--- src/rtl/step_pulse_monitor_if.sv ---
// Bus bundle for step_pulse_monitor: STEP/DIR/clear inputs and measurement outputs.
interface step_pulse_monitor_if #(
  parameter int CNT_W = 16,
  parameter int POS_W = 32
);
  logic             pul_in;
  logic             dir_in;
  logic             clr;
  logic [CNT_W-1:0] period;
  logic [CNT_W-1:0] high_time;
  logic             meas_valid;
  logic [POS_W-1:0] step_pos;
  logic             moving;

  modport master (
    output pul_in, dir_in, clr,
    input  period, high_time, meas_valid, step_pos, moving
  );

  modport slave (
    input  pul_in, dir_in, clr,
    output period, high_time, meas_valid, step_pos, moving
  );
endinterface

--- src/rtl/step_pulse_monitor.sv ---
// step_pulse_monitor: observes a STEP/DIR train, measures rise-to-rise period
// and high width in clk cycles, tracks signed position and train activity.
//
// state | meaning
// IDLE  | no train; waiting for the first rise (no measurement on it)
// HIGH  | pulse is high; counting period and high width
// LOW   | pulse is low; counting period, high width held for the next rise
module step_pulse_monitor #(
  parameter int CNT_W   = 16,
  parameter int POS_W   = 32,
  parameter int TIMEOUT = 50000
) (
  input  logic               clk,
  input  logic               rst,
  step_pulse_monitor_if.slave bus
);

  typedef enum logic [1:0] {IDLE, HIGH, LOW} state_t;

  state_t           state_q, state_d;
  logic             pul_s1_q, pul_s2_q, pul_s3_q;
  logic             dir_s1_q, dir_s2_q;
  logic [CNT_W-1:0] per_cnt_q, per_cnt_d;
  logic [CNT_W-1:0] hi_cnt_q, hi_cnt_d;
  logic [CNT_W-1:0] hi_hold_q, hi_hold_d;
  logic [CNT_W-1:0] period_q, period_d;
  logic [CNT_W-1:0] high_time_q, high_time_d;
  logic             meas_valid_q, meas_valid_d;
  logic [POS_W-1:0] step_pos_q, step_pos_d;
  logic             moving_q, moving_d;

  logic             rise, fall, tmo;
  logic [POS_W-1:0] pos_base;

  assign rise = pul_s2_q & ~pul_s3_q;
  assign fall = ~pul_s2_q & pul_s3_q;
  assign tmo  = (per_cnt_q == CNT_W'(TIMEOUT));

  // Synchronizers plus all state registers, synchronous reset.
  always_ff @(posedge clk) begin
    if (rst) begin
      pul_s1_q     <= 1'b0;
      pul_s2_q     <= 1'b0;
      pul_s3_q     <= 1'b0;
      dir_s1_q     <= 1'b0;
      dir_s2_q     <= 1'b0;
      state_q      <= IDLE;
      per_cnt_q    <= '0;
      hi_cnt_q     <= '0;
      hi_hold_q    <= '0;
      period_q     <= '0;
      high_time_q  <= '0;
      meas_valid_q <= 1'b0;
      step_pos_q   <= '0;
      moving_q     <= 1'b0;
    end else begin
      pul_s1_q     <= bus.pul_in;
      pul_s2_q     <= pul_s1_q;
      pul_s3_q     <= pul_s2_q;
      dir_s1_q     <= bus.dir_in;
      dir_s2_q     <= dir_s1_q;
      state_q      <= state_d;
      per_cnt_q    <= per_cnt_d;
      hi_cnt_q     <= hi_cnt_d;
      hi_hold_q    <= hi_hold_d;
      period_q     <= period_d;
      high_time_q  <= high_time_d;
      meas_valid_q <= meas_valid_d;
      step_pos_q   <= step_pos_d;
      moving_q     <= moving_d;
    end
  end

  // Next-state logic: FSM, counters, measurement capture and position update.
  always_comb begin
    state_d      = state_q;
    per_cnt_d    = per_cnt_q;
    hi_cnt_d     = hi_cnt_q;
    hi_hold_d    = hi_hold_q;
    period_d     = period_q;
    high_time_d  = high_time_q;
    meas_valid_d = 1'b0;
    moving_d     = moving_q;

    case (state_q)
      IDLE: begin
        if (rise) begin
          state_d   = HIGH;
          per_cnt_d = CNT_W'(1);
          hi_cnt_d  = CNT_W'(1);
          moving_d  = 1'b1;
        end
      end
      HIGH: begin
        // A fall landing on the timeout cycle still times out; only a rise rescues.
        if (tmo && !rise) begin
          state_d  = IDLE;
          moving_d = 1'b0;
        end else begin
          per_cnt_d = per_cnt_q + CNT_W'(1);
          hi_cnt_d  = hi_cnt_q + CNT_W'(1);
          if (fall) begin
            state_d   = LOW;
            hi_hold_d = hi_cnt_q;
          end
        end
      end
      LOW: begin
        if (rise) begin
          state_d      = HIGH;
          period_d     = per_cnt_q;
          high_time_d  = hi_hold_q;
          meas_valid_d = 1'b1;
          per_cnt_d    = CNT_W'(1);
          hi_cnt_d     = CNT_W'(1);
        end else if (tmo) begin
          state_d  = IDLE;
          moving_d = 1'b0;
        end else begin
          per_cnt_d = per_cnt_q + CNT_W'(1);
        end
      end
      default: begin
        state_d  = IDLE;
        moving_d = 1'b0;
      end
    endcase

    // Clear first, then count, so a coincident rise lands on +1/-1.
    pos_base   = bus.clr ? '0 : step_pos_q;
    step_pos_d = pos_base;
    if (rise) begin
      step_pos_d = dir_s2_q ? (pos_base + POS_W'(1)) : (pos_base - POS_W'(1));
    end
  end

  assign bus.period     = period_q;
  assign bus.high_time  = high_time_q;
  assign bus.meas_valid = meas_valid_q;
  assign bus.step_pos   = step_pos_q;
  assign bus.moving     = moving_q;

endmodule

--- src/flat_wrapper.sv ---
// flat-port wrapper written by rule: the top's interface ports become plain ports
module step_pulse_monitor_flat 
#(
  parameter int CNT_W   = 16,
  parameter int POS_W   = 32,
  parameter int TIMEOUT = 50000
)
  (clk, rst, bus_pul_in, bus_dir_in, bus_clr, bus_period, bus_high_time, bus_meas_valid, bus_step_pos, bus_moving);
  step_pulse_monitor_if #(.CNT_W(CNT_W), .POS_W(POS_W)) bus_i ();
  input  logic clk;
  input  logic rst;
  input wire logic [$bits(bus_i.pul_in)-1:0] bus_pul_in;
  input wire logic [$bits(bus_i.dir_in)-1:0] bus_dir_in;
  input wire logic [$bits(bus_i.clr)-1:0] bus_clr;
  output wire logic [$bits(bus_i.period)-1:0] bus_period;
  output wire logic [$bits(bus_i.high_time)-1:0] bus_high_time;
  output wire logic [$bits(bus_i.meas_valid)-1:0] bus_meas_valid;
  output wire logic [$bits(bus_i.step_pos)-1:0] bus_step_pos;
  output wire logic [$bits(bus_i.moving)-1:0] bus_moving;
  assign bus_i.pul_in = bus_pul_in;
  assign bus_i.dir_in = bus_dir_in;
  assign bus_i.clr = bus_clr;
  assign bus_period = bus_i.period;
  assign bus_high_time = bus_i.high_time;
  assign bus_meas_valid = bus_i.meas_valid;
  assign bus_step_pos = bus_i.step_pos;
  assign bus_moving = bus_i.moving;
  step_pulse_monitor #(.CNT_W(CNT_W), .POS_W(POS_W), .TIMEOUT(TIMEOUT)) u_core (.clk(clk), .rst(rst), .bus(bus_i));
endmodule
--- config.mk ---
export PLATFORM = sky130hd
export DESIGN_NAME = step_pulse_monitor_flat
export DESIGN_NICKNAME = d
export VERILOG_FILES = /design/src/rtl/step_pulse_monitor_if.sv /design/src/rtl/step_pulse_monitor.sv /design/src/flat_wrapper.sv
export SDC_FILE = /design/constraint.sdc
export NUM_CORES = 1
export LEC_CHECK = 0
export BUFFER_PORTS_ARGS = -buffer_cell sky130_fd_sc_hd__buf_4
export CAP_MARGIN = 20
export CORE_AREA = 2 2 126 97
export DETAILED_ROUTE_END_ITERATION = 6
export DIE_AREA = 0 0 128 99
export PLACE_DENSITY = 0.77
export SETUP_SLACK_MARGIN = 0.4
export SLEW_MARGIN = 20
export SYNTH_ARGS = -nofsm -noshare
export SYNTH_HDL_FRONTEND = slang
export SYNTH_SLANG_ARGS = --single-unit
--- constraint.sdc ---
create_clock -name clk -period 4.35 [get_ports clk]
set_input_delay 0.87 -clock clk [delete_from_list [all_inputs] [get_ports clk]]
set_output_delay 0.87 -clock clk [all_outputs]
set_load 0.005 [all_outputs]
== After elaboration in Yosys (flattened, before gate mapping) ==
Cells that the tools add are included.

* Word-level logic and storage cells: 71
* Flip-flop bits (word level): 121
* Bits of input ports: 5
* Output and inout port bits: 66

* Reduce and logical (&&, ||, !) cells: 13
* Equality and inequality tests: 12
* $add $sub $neg: 4
* Bitwise operators: 6
* Multiplexer cells: 22

{| class="wikitable"
|+ Operators by type and width
! cell !! count
|-
| 32-bit 2-to-1 mux || 3
|-
| 16-bit 2-to-1 mux || 5
|-
| 16-bit one-hot mux with 3 select lines || 1
|-
| 16-bit by 1-bit adder with 16-bit output, second input constant || 2
|-
| 32-bit by 1-bit adder with 32-bit output, second input constant || 1
|-
| 16-bit one-hot mux with 2 select lines || 1
|-
| 32-bit by 1-bit subtractor with 32-bit output, second input constant || 1
|-
| 16-bit == test, second input constant || 1
|-
| 2-bit 2-to-1 mux || 5
|-
| 3-bit AND reduction || 3
|-
| 2-bit by 1-bit inequality test with 1-bit output, second input constant || 4
|-
| 4-bit AND reduction || 2
|-
| 3-bit by 1-bit inequality test with 1-bit output, second input constant || 2
|-
| 2-bit one-hot mux with 3 select lines || 1
|-
| 1-bit 2-to-1 mux || 5
|-
| 2-bit inequality test, second input constant || 2
|-
| 1-bit NOT || 4
|-
| 2-bit OR reduction || 2
|-
| 3-bit by 2-bit inequality test with 1-bit output, second input constant || 1
|-
| 1-bit one-hot mux with 3 select lines || 1
|-
| 3-bit nonzero test || 1
|-
| 1-bit bitwise AND || 2
|-
| 2-bit by 1-bit == test with 1-bit output, second input constant || 1
|-
| 2-bit == test, second input constant || 1
|-
| other kinds (5) || 5
|}

== Longest topological paths before layout ==
Gate-level depths: netlist of run 1.

* Word-level depth: 6
* Mapped depth: 12
* Depth with buffers taken out: 11

== Worst setup path after synthesis of run 1 ==
Ideal clock, no wire load.

* Kind: in2reg
* Start: in bus_clr
* End: reg u_core.step_pos_q[31], in the netlist u_core.bus.step_pos[31]
* Library setup time: 87 ps
* Stages: 11
* Slack: 956 ps
* Buffers on the path: 1
* Arrival time: 3307 ps
* Data required time: 4263 ps
* Path through: clkbuf_1 nor2b_1 ha_1 and4_1 o21ai_1 a2111oi_2 a21oi_1 o21ai_2 a21o_1 mux4_2 o31ai_1

* Longest elaborated chain between the ends: 4
* Elaborated cells on any way between the ends: 5
* Classes of those cells: 2 x add/sub; 3 x mux

{| class="wikitable"
|+ RTL lines
! item !! RTL line !! text
|-
| start, declared || flat_wrapper.sv:14 || <nowiki>input wire logic [$bits(bus_i.clr)-1:0] bus_clr;</nowiki>
|-
| 32-bit 2-to-1 mux * || step_pulse_monitor.sv:130 || <nowiki>pos_base = bus.clr ? '0 : step_pos_q;</nowiki>
|-
| 32-bit by 1-bit subtractor with 32-bit output or 32-bit by 1-bit adder with 32-bit output (tied branches) || step_pulse_monitor.sv:133 || <nowiki>step_pos_d = dir_s2_q ? (pos_base + POS_W'(1)) : (pos_base - POS_W'(1));</nowiki>
|-
| 32-bit 2-to-1 mux || step_pulse_monitor.sv:133 ||
|-
| 32-bit 2-to-1 mux * || step_pulse_monitor.sv:132 || <nowiki>if (rise) begin</nowiki>
|-
| end signal, assigned || step_pulse_monitor.sv:69 || <nowiki>step_pos_q <= step_pos_d;</nowiki>
|-
| end, declared || step_pulse_monitor.sv:29 || <nowiki>logic [POS_W-1:0] step_pos_q, step_pos_d;</nowiki>
|}

Every way passes the cells marked *; elsewhere a longest branch is shown, timed or not.
A chain may end at the register's enable or synchronous reset.

== Worst setup path in the final report of run 1 ==
* Start: reg u_core.dir_s2_q
* End: reg u_core.step_pos_q[31], in the netlist u_core.bus.step_pos[31]

* Longest elaborated chain between the ends: 2

{| class="wikitable"
|+ RTL lines
! item !! RTL line !! text
|-
| start, declared || step_pulse_monitor.sv:22 || <nowiki>logic dir_s1_q, dir_s2_q;</nowiki>
|-
| start signal, assigned || step_pulse_monitor.sv:61 || <nowiki>dir_s2_q <= dir_s1_q;</nowiki>
|-
| 32-bit 2-to-1 mux || step_pulse_monitor.sv:133 ||
|-
| 32-bit 2-to-1 mux || step_pulse_monitor.sv:132 ||
|}

No other way between the ends.

==> results of run 1 <==
-- metal layers --
layer | share of wire | vias to the layer above | global-route usage | routed length, um
met5 | 0 | - | 0 | 0
met4 | 0.0092 | 0 | 0.07354 | 145
met3 | 0.060 | 16 | 0.05320 | 947
met2 | 0.44 | 173 | 0.4015 | 6984
met1 | 0.49 | 2787 | 0.3630 | 7677
li1 | - | 2959 | - | -
-- power groups by stage --
stage | Clock [mW] | Combinational, mW | Sequential, mW
after floorplan | 0 | 0.284 | 1.17
after global placement | 0 | 0.362 | 1.18
after detailed placement | 0 | 0.370 | 1.18
after CTS | 1.54 | 0.373 | 1.15
after global routing | 1.60 | 0.419 | 1.16
final | 1.52 | 0.379 | 1.15
-- final cells by class --
| cell class | instances | area (um2) | share of cell area |
|---|---|---|---|
| Sequential cell | 121 | 2422 | 0.3080 |
| Timing Repair Buffer | 78 | 585.6 | 0.07445 |
| Multi-Input combinational cell | 637 | 3980 | 0.5060 |
| Clock buffer | 19 | 442.9 | 0.05632 |
| Tap cell | 144 | 180.2 | 0.02291 |
| Clock inverter | 12 | 197.7 | 0.02514 |
| Inverter | 15 | 56.30 | 0.007159 |
-- registers in the layout (all words and copies together) (netlist names), 2 cells and up --
signal	cells
u_core.bus.step_pos	32
u_core.bus.period	16
u_core.bus.high_time	16
u_core.state_q	2
u_core.per_cnt_q	16
u_core.hi_cnt_q	16
u_core.hi_hold_q	16
-- cell families (layout without fill, tap and decap cells) --
family          Yosys count  in the layout
compound gates          188            188
fa+ha+maj                41             41
flops                   121            121
buf+inv                  56            124
xor+xnor                 40             40
simple gates            344            344
mux                      24             24
-- stage by stage --
stage / power [mW] / cells / utilization / hold slack [ps] / instance area [um2]
2_1_floorplan: 1.457 / 814 / - / 413.8 / 6628
3_3_place_gp: 1.539 / 995 / 0.6335 / 428.6 / 7222
3_5_place_dp: 1.547 / 995 / 0.6335 / 421.8 / 7222
4_1_cts: 3.067 / 1026 / 0.6896 / 453.1 / 7863
5_1_grt: 3.181 / 1026 / 0.6899 / 459.6 / 7865
6_report: 3.054 / 1026 / 0.6899 / 452.3 / 7865
-- worst paths after layout --
check,start,to
setup / recovery,u_core.dir_s2_q$_SDFF_PP0_,u_core.bus.step_pos[31]$_SDFF_PP0_
hold / removal,u_core.pul_s1_q$_SDFF_PP0_,u_core.pul_s2_q$_SDFF_PP0_
setup reg to reg,u_core.dir_s2_q$_SDFF_PP0_,u_core.bus.step_pos[31]$_SDFF_PP0_
hold reg to reg,u_core.pul_s1_q$_SDFF_PP0_,u_core.pul_s2_q$_SDFF_PP0_
-- placed cells by master, fill, tap and decap left out, types with 12 or more instances in the layout --
master,netlist,layout
nor2_1,73,72
inv_1,14,14
ha_1,40,40
xnor2_1,18,18
a21o_1,26,26
nand2_1,128,127
a21oi_1,82,82
nand3_1,24,24
nor3_1,13,12
mux2i_1,22,22
dfxtp_1,121,121
nor2b_1,38,37
clkbuf_16,0,17
buf_4,0,78
nand4_1,13,13
o21ai_0,30,30
xor2_1,22,22
==> reports/results.txt, run 1 <==
GP Congestion = 0.8632
CTS root buf = clkbuf_16
First-pass GRT wire length = 26540 um
Final Setup Violations = 0
Leak = 3.287 nW
CTS Hold Buffers Added = 0
Max-capacitance violation count = 0
R2R depth = 11
Syn Nets = 860
Area growth from synthesis to layout = 18.67%
WL/cell = 15.36 um
Slowest cell delay on critical path = 670 ps
DRC viols = 0
Yosys reg bits = 121
First-pass detailed-route iteration total = 5
Hold Path Stages = 1
Register share of total power = 0.378
Logic pwr share = 0.124
Max Root-Sink Buffers = 2
Slew @ Worst Pin = 899.6 ps
Critical Path AT = 3870 ps
Slew HR = 0.3996
Sink Count = 121
Die height = 99 um
Largest net degree at the start of global routing = 69
Post-route ant nets = 0
Dpl hpwl = 10790 um
Hold crit path type = reg -> reg
Crit-path max FO = 24
Worst skew pair latency = 400 ps
Number of global-route vias before repair = 5633
CP Data Required Time = 4660 ps
Clk slew on worst S/H paths = 50 ps
Fin Setup TNS = 0 ps
Num CTS Buffers = 17
Xor and xnor area share after synthesis = 0.05286
Ys async rst share = 0
Via density = 5.785
Pre-CTS WS = 553.4 ps
Fin crit share = 0.8189
Top post-synthesis cells by area = dfxtp_1, ha_1, nand2_1
Ant diodes = 0
Crit. path cell count = 11
Slew Viols, Final = 0
Mux contribution to synthesized area = 0.03832
P_int = 2.312 mW
Worst path buffer plus inverter count = 2
Synth Area in Adders = 0.07854
Die Span X = 128 um
Layout cells sized above 1 = 0.1440
Crit Path Class = reg -> reg
Crit start category = register
Max frequency = 280.7 MHz
Post-Synthesis Cells = 814
Final Hold Viols = 0
GRT Overall Usage = 0.2576
Worst vdd ir = 0.3481 mV
Reg2reg setup slack = 790 ps
Syn_area_per_cell = 8.142 um2
TritonCTS clock tree = yes
Slowest library cell on the worst path = inv_1
Share of the synthesized area in the top cell type = 0.3655
Crit end category = register
Routed WL = 15760 um
Post-Syn Area = 0.006628 mm2
Crit path time final = 3562 ps
DIE AREA = 0.01267 mm2
Port Buffers = 70
Area fraction in compound gates after synthesis = 0.1733
Register area share after synthesis = 0.3655
Simple-gate share of the synthesized area = 0.2556
EDFF count, synth = 0
Area leader, netlist = dfxtp_1
Distinct cell type count after synthesis = 63
Switching share of total power = 0.2431
Syn. warnings = 0
Largest family of logic cells by synthesized area = simple AND/OR/NAND/NOR gates
Worst Slack Setup Final = 787.9 ps
Crit path cell chain = inv_1 > buf_4 > ha_1 > a21oi_1 > o21ai_0 > a21o_1 > a21oi_1 > o21ai_2 > a21o_1 > mux4_2 > o31ai_1
Nets = 916
I/O pin cnt = 71
Status = finished clean
Via Count = 5935
DR iter-0 viols = 529
CP delay by family, top = compound AO/OA/AOI/OAI gates
Initial Utilization = 0.5813
Synth top cells by count = nand2_1, dfxtp_1, a21oi_1, nor2_1, ha_1
Clock power share = 0.498
Psw = 0.7424 mW
# rows = 34
Fin Clk Skew = 8.751 ps
RSZ-0062 raised after global routing = false
H-tree depth = 4
Total gr overflow = 0
Resized cells post-CTS = 0
Power Density = 388.3 mW/mm2
Post-CTS Setup Bufs = 0
Main synth FF type = dfxtp_1
Most frequent cell after synthesis = nand2_1
# fillers = 944
Initial antenna violation count = 0
Core area = 0.01140 mm2
Note: power is estimated with default switching activity, not from simulation.
==> run 2, diff against run 1 <==
--- a/config.mk
+++ b/config.mk
@@ -7,10 +7,10 @@
 export LEC_CHECK = 0
 export BUFFER_PORTS_ARGS = -buffer_cell sky130_fd_sc_hd__buf_4
 export CAP_MARGIN = 20
-export CORE_AREA = 2 2 126 97
+export CORE_AREA = 2 2 131 101
 export DETAILED_ROUTE_END_ITERATION = 6
-export DIE_AREA = 0 0 128 99
-export PLACE_DENSITY = 0.77
+export DIE_AREA = 0 0 133 103
+export PLACE_DENSITY = 0.75
 export SETUP_SLACK_MARGIN = 0.4
 export SLEW_MARGIN = 20
 export SYNTH_ARGS = -nofsm -noshare
==> constraint.sdc (replaced) <==
create_clock -name clk -period 3.27 [get_ports clk]
set_input_delay 0.654 -clock clk [delete_from_list [all_inputs] [get_ports clk]]
set_output_delay 0.654 -clock clk [all_outputs]
set_load 0.005 [all_outputs]
==> run 2 against run 1 <==
Via count up 3.1%; register-to-register slack worse by 360 ps; critical path depth increased by 2; power up 34%; sequential cell count did not move; worst hold slack worse by 23 ps; critical path type unchanged.
==> reports/results.txt, run 2 (synthesis results as in run 1) <==
Status = finished clean
Pwr Total = 4.100 mW (+34%)
Pre-CTS WS = 56.64 ps (-496.8 ps)
Core area = 0.01257 mm2 (+10%)
# rows = 36 (+5.9%)
Slew Viols, Final = 0 (unchanged)
Number of global-route vias before repair = 5322 (-5.5%)
Via density = 5.627 (-2.7%)
Die Span X = 133 um (+3.9%)
DR iter-0 viols = 372 (-30%)
DIE AREA = 0.01370 mm2 (+8.1%)
Total gr overflow = 0 (unchanged)
Hold crit path type = reg -> reg
Port Buffers = 70 (unchanged)
# fillers = 1013 (+7.3%)
Via Count = 6117 (+3.1%)
Num CTS Buffers = 17 (unchanged)
Worst vdd ir = 0.4003 mV (+15%)
First-pass GRT wire length = 25830 um (-2.7%)
I/O pin cnt = 71 (unchanged)
Slew @ Worst Pin = 840.6 ps (-58.99 ps)
DRC viols = 0 (unchanged)
Max-capacitance violation count = 0 (unchanged)
Power Density = 483.3 mW/mm2 (+24%)
Nets = 949 (+3.6%)
Slew HR = 0.4382 (+0.03863)
Final Setup Violations = 0 (unchanged)
Initial Utilization = 0.5274 (-0.05394)
Routed WL = 16600 um (+5.4%)
Met2 WL post-DR = 7241 um (+3.7%)
Crit path cell chain = clkinvlp_4 > clkbuf_16 > ha_1 > buf_4 > a21o_1 > a21oi_2 > nand4b_1 > a21oi_2 > o21ai_2 > buf_4 > a41oi_2 > xor2_1 > o21ai_0
GP Congestion = 0.9475 (+9.8%)
Max Root-Sink Buffers = 2 (unchanged)
Placed cells = 1047 (+5.2%)
Area growth from synthesis to layout = 28.00%
Non-Filler Instances = 1087 (+5.9%)
Fin Setup TNS = 0 ps (unchanged)
Crit-path max FO = 5 (-79%)
Crit start category = register
Final Hold Viols = 0 (unchanged)
Leak = 3.481 nW (+5.9%)
RSZ-0062 raised after global routing = true
TritonCTS clock tree = yes
Dpl hpwl = 10640 um (-1.4%)
H-tree depth = 4 (unchanged)
CP Data Required Time = 3560 ps (-1100 ps)
Die height = 103 um (+4.0%)
Sink Count = 121 (unchanged)
FF/Latch Area = 0.002424 mm2 (about the same)
Clk slew on worst S/H paths = 60 ps (about the same)
Crit path time final = 2846 ps (-716.5 ps)
Initial antenna violation count = 0 (unchanged)
Fin Clk Skew = 10.68 ps (+1.931 ps)
Worst skew pair latency = 410 ps (about the same)
Most frequent cells in the layout = nand2_1, dfxtp_1, buf_4, a21oi_1, nor2_1
Max frequency = 351.4 MHz (+25%)
First-pass detailed-route iteration total = 5 (unchanged)
Largest net degree at the start of global routing = 53 (-23%)
Crit end category = register
Slowest cell delay on critical path = 350 ps (-320 ps)
DRT met1 WL = 8220 um (+7.1%)
Ant diodes = 0 (unchanged)
Post-route ant nets = 0 (unchanged)
Core Util, Final = 0.6750 (-0.01483)
WL/cell = 15.27 um (-0.56%)
Worst Slack Setup Final = 424.4 ps (-363.5 ps)
Critical Path AT = 3130 ps (-740 ps)
Commonest non-fill, non-tap cell in the layout = nand2_1
Slowest library cell on the worst path = dfxtp_2
Layout cells sized above 1 = 0.2227 (+0.07872)
Crit Path Class = reg -> reg
Multi-input logic area = 0.004288 mm2 (+7.7%)
Fin crit share = 0.8702 (+0.05133)
Max reg flops = 32 (unchanged)
Top Layer Used = met4
CTS root buf = clkbuf_16
Met3 routed WL = 830 um (-12%)
GRT Overall Usage = 0.2338 (-0.02381)
## run 2: cell count changes in the layout (fill, tap and decap cells not counted), moves of 7 or more
cell,delta
ha_1,-13
ha_4,+11
a21oi_2,+7
a21oi_1,-9
buf_4,+28
## run 2: report_power, final
group / switching, mW / internal [mW]
registers: 0.0301 / 1.51
logic: 0.343 / 0.275
clock network: 0.702 / 1.25
## run 2: what timing repair did
action	CTS	global route
setup buffers	3	4
pin swaps	1	17
endpoints found under the setup margin	6	16
endpoints found under the hold margin	0	0
hold buffers	0	0
resized for setup	6	51
gates cloned	0	1
## run 2: final cells by class
type	count	share of cell area
Clock inverter	13	0.01962
Multi-Input combinational cell	637	0.5055
Tap cell	171	0.02522
Sequential cell	121	0.2857
Timing Repair Buffer	111	0.1035
Inverter	15	0.007080
Clock buffer	19	0.05339
## run 2: critical path: cells and delay by family, from the launching register on
kind	cells	cell delay, ps
flip-flops	1	350
XOR/XNOR	1	180
adder cells (fa/ha/maj)	1	260
buffers and inverters	4	700
AND/OR/NAND/NOR	1	180
AO/OA/AOI/OAI	6	1040
## run 2: routing by layer
layer | up-vias | GRT usage
met4 | 0 | 0.08519
met1 | 2868 | 0.3365
li1 | 3039 | -
met5 | - | 0
met2 | 183 | 0.3503
met3 | 27 | 0.04474
## run 2: stage by stage
| stage | area [um2] | hold slack (ps) |
|---|---|---|
| 2_1_floorplan | 6629 | 413.8 |
| 3_3_place_gp | 7456 | 423.9 |
| 3_5_place_dp | 7456 | 424.8 |
| 4_1_cts | 8124 | 438.3 |
| 5_1_grt | 8483 | 444.2 |
| 6_report | 8483 | 429.3 |
## run 2: final timing paths
check	start	to	slack, ps	depth (start not counted)
max	u_core.dir_s2_q$_SDFF_PP0_	u_core.bus.step_pos[29]$_SDFF_PP0_	420	13
min	u_core.dir_s1_q$_SDFF_PP0_	u_core.dir_s2_q$_SDFF_PP0_	430	1
max reg2reg	u_core.dir_s2_q$_SDFF_PP0_	u_core.bus.step_pos[29]$_SDFF_PP0_	420	13
min reg2reg	u_core.dir_s1_q$_SDFF_PP0_	u_core.dir_s2_q$_SDFF_PP0_	430	1
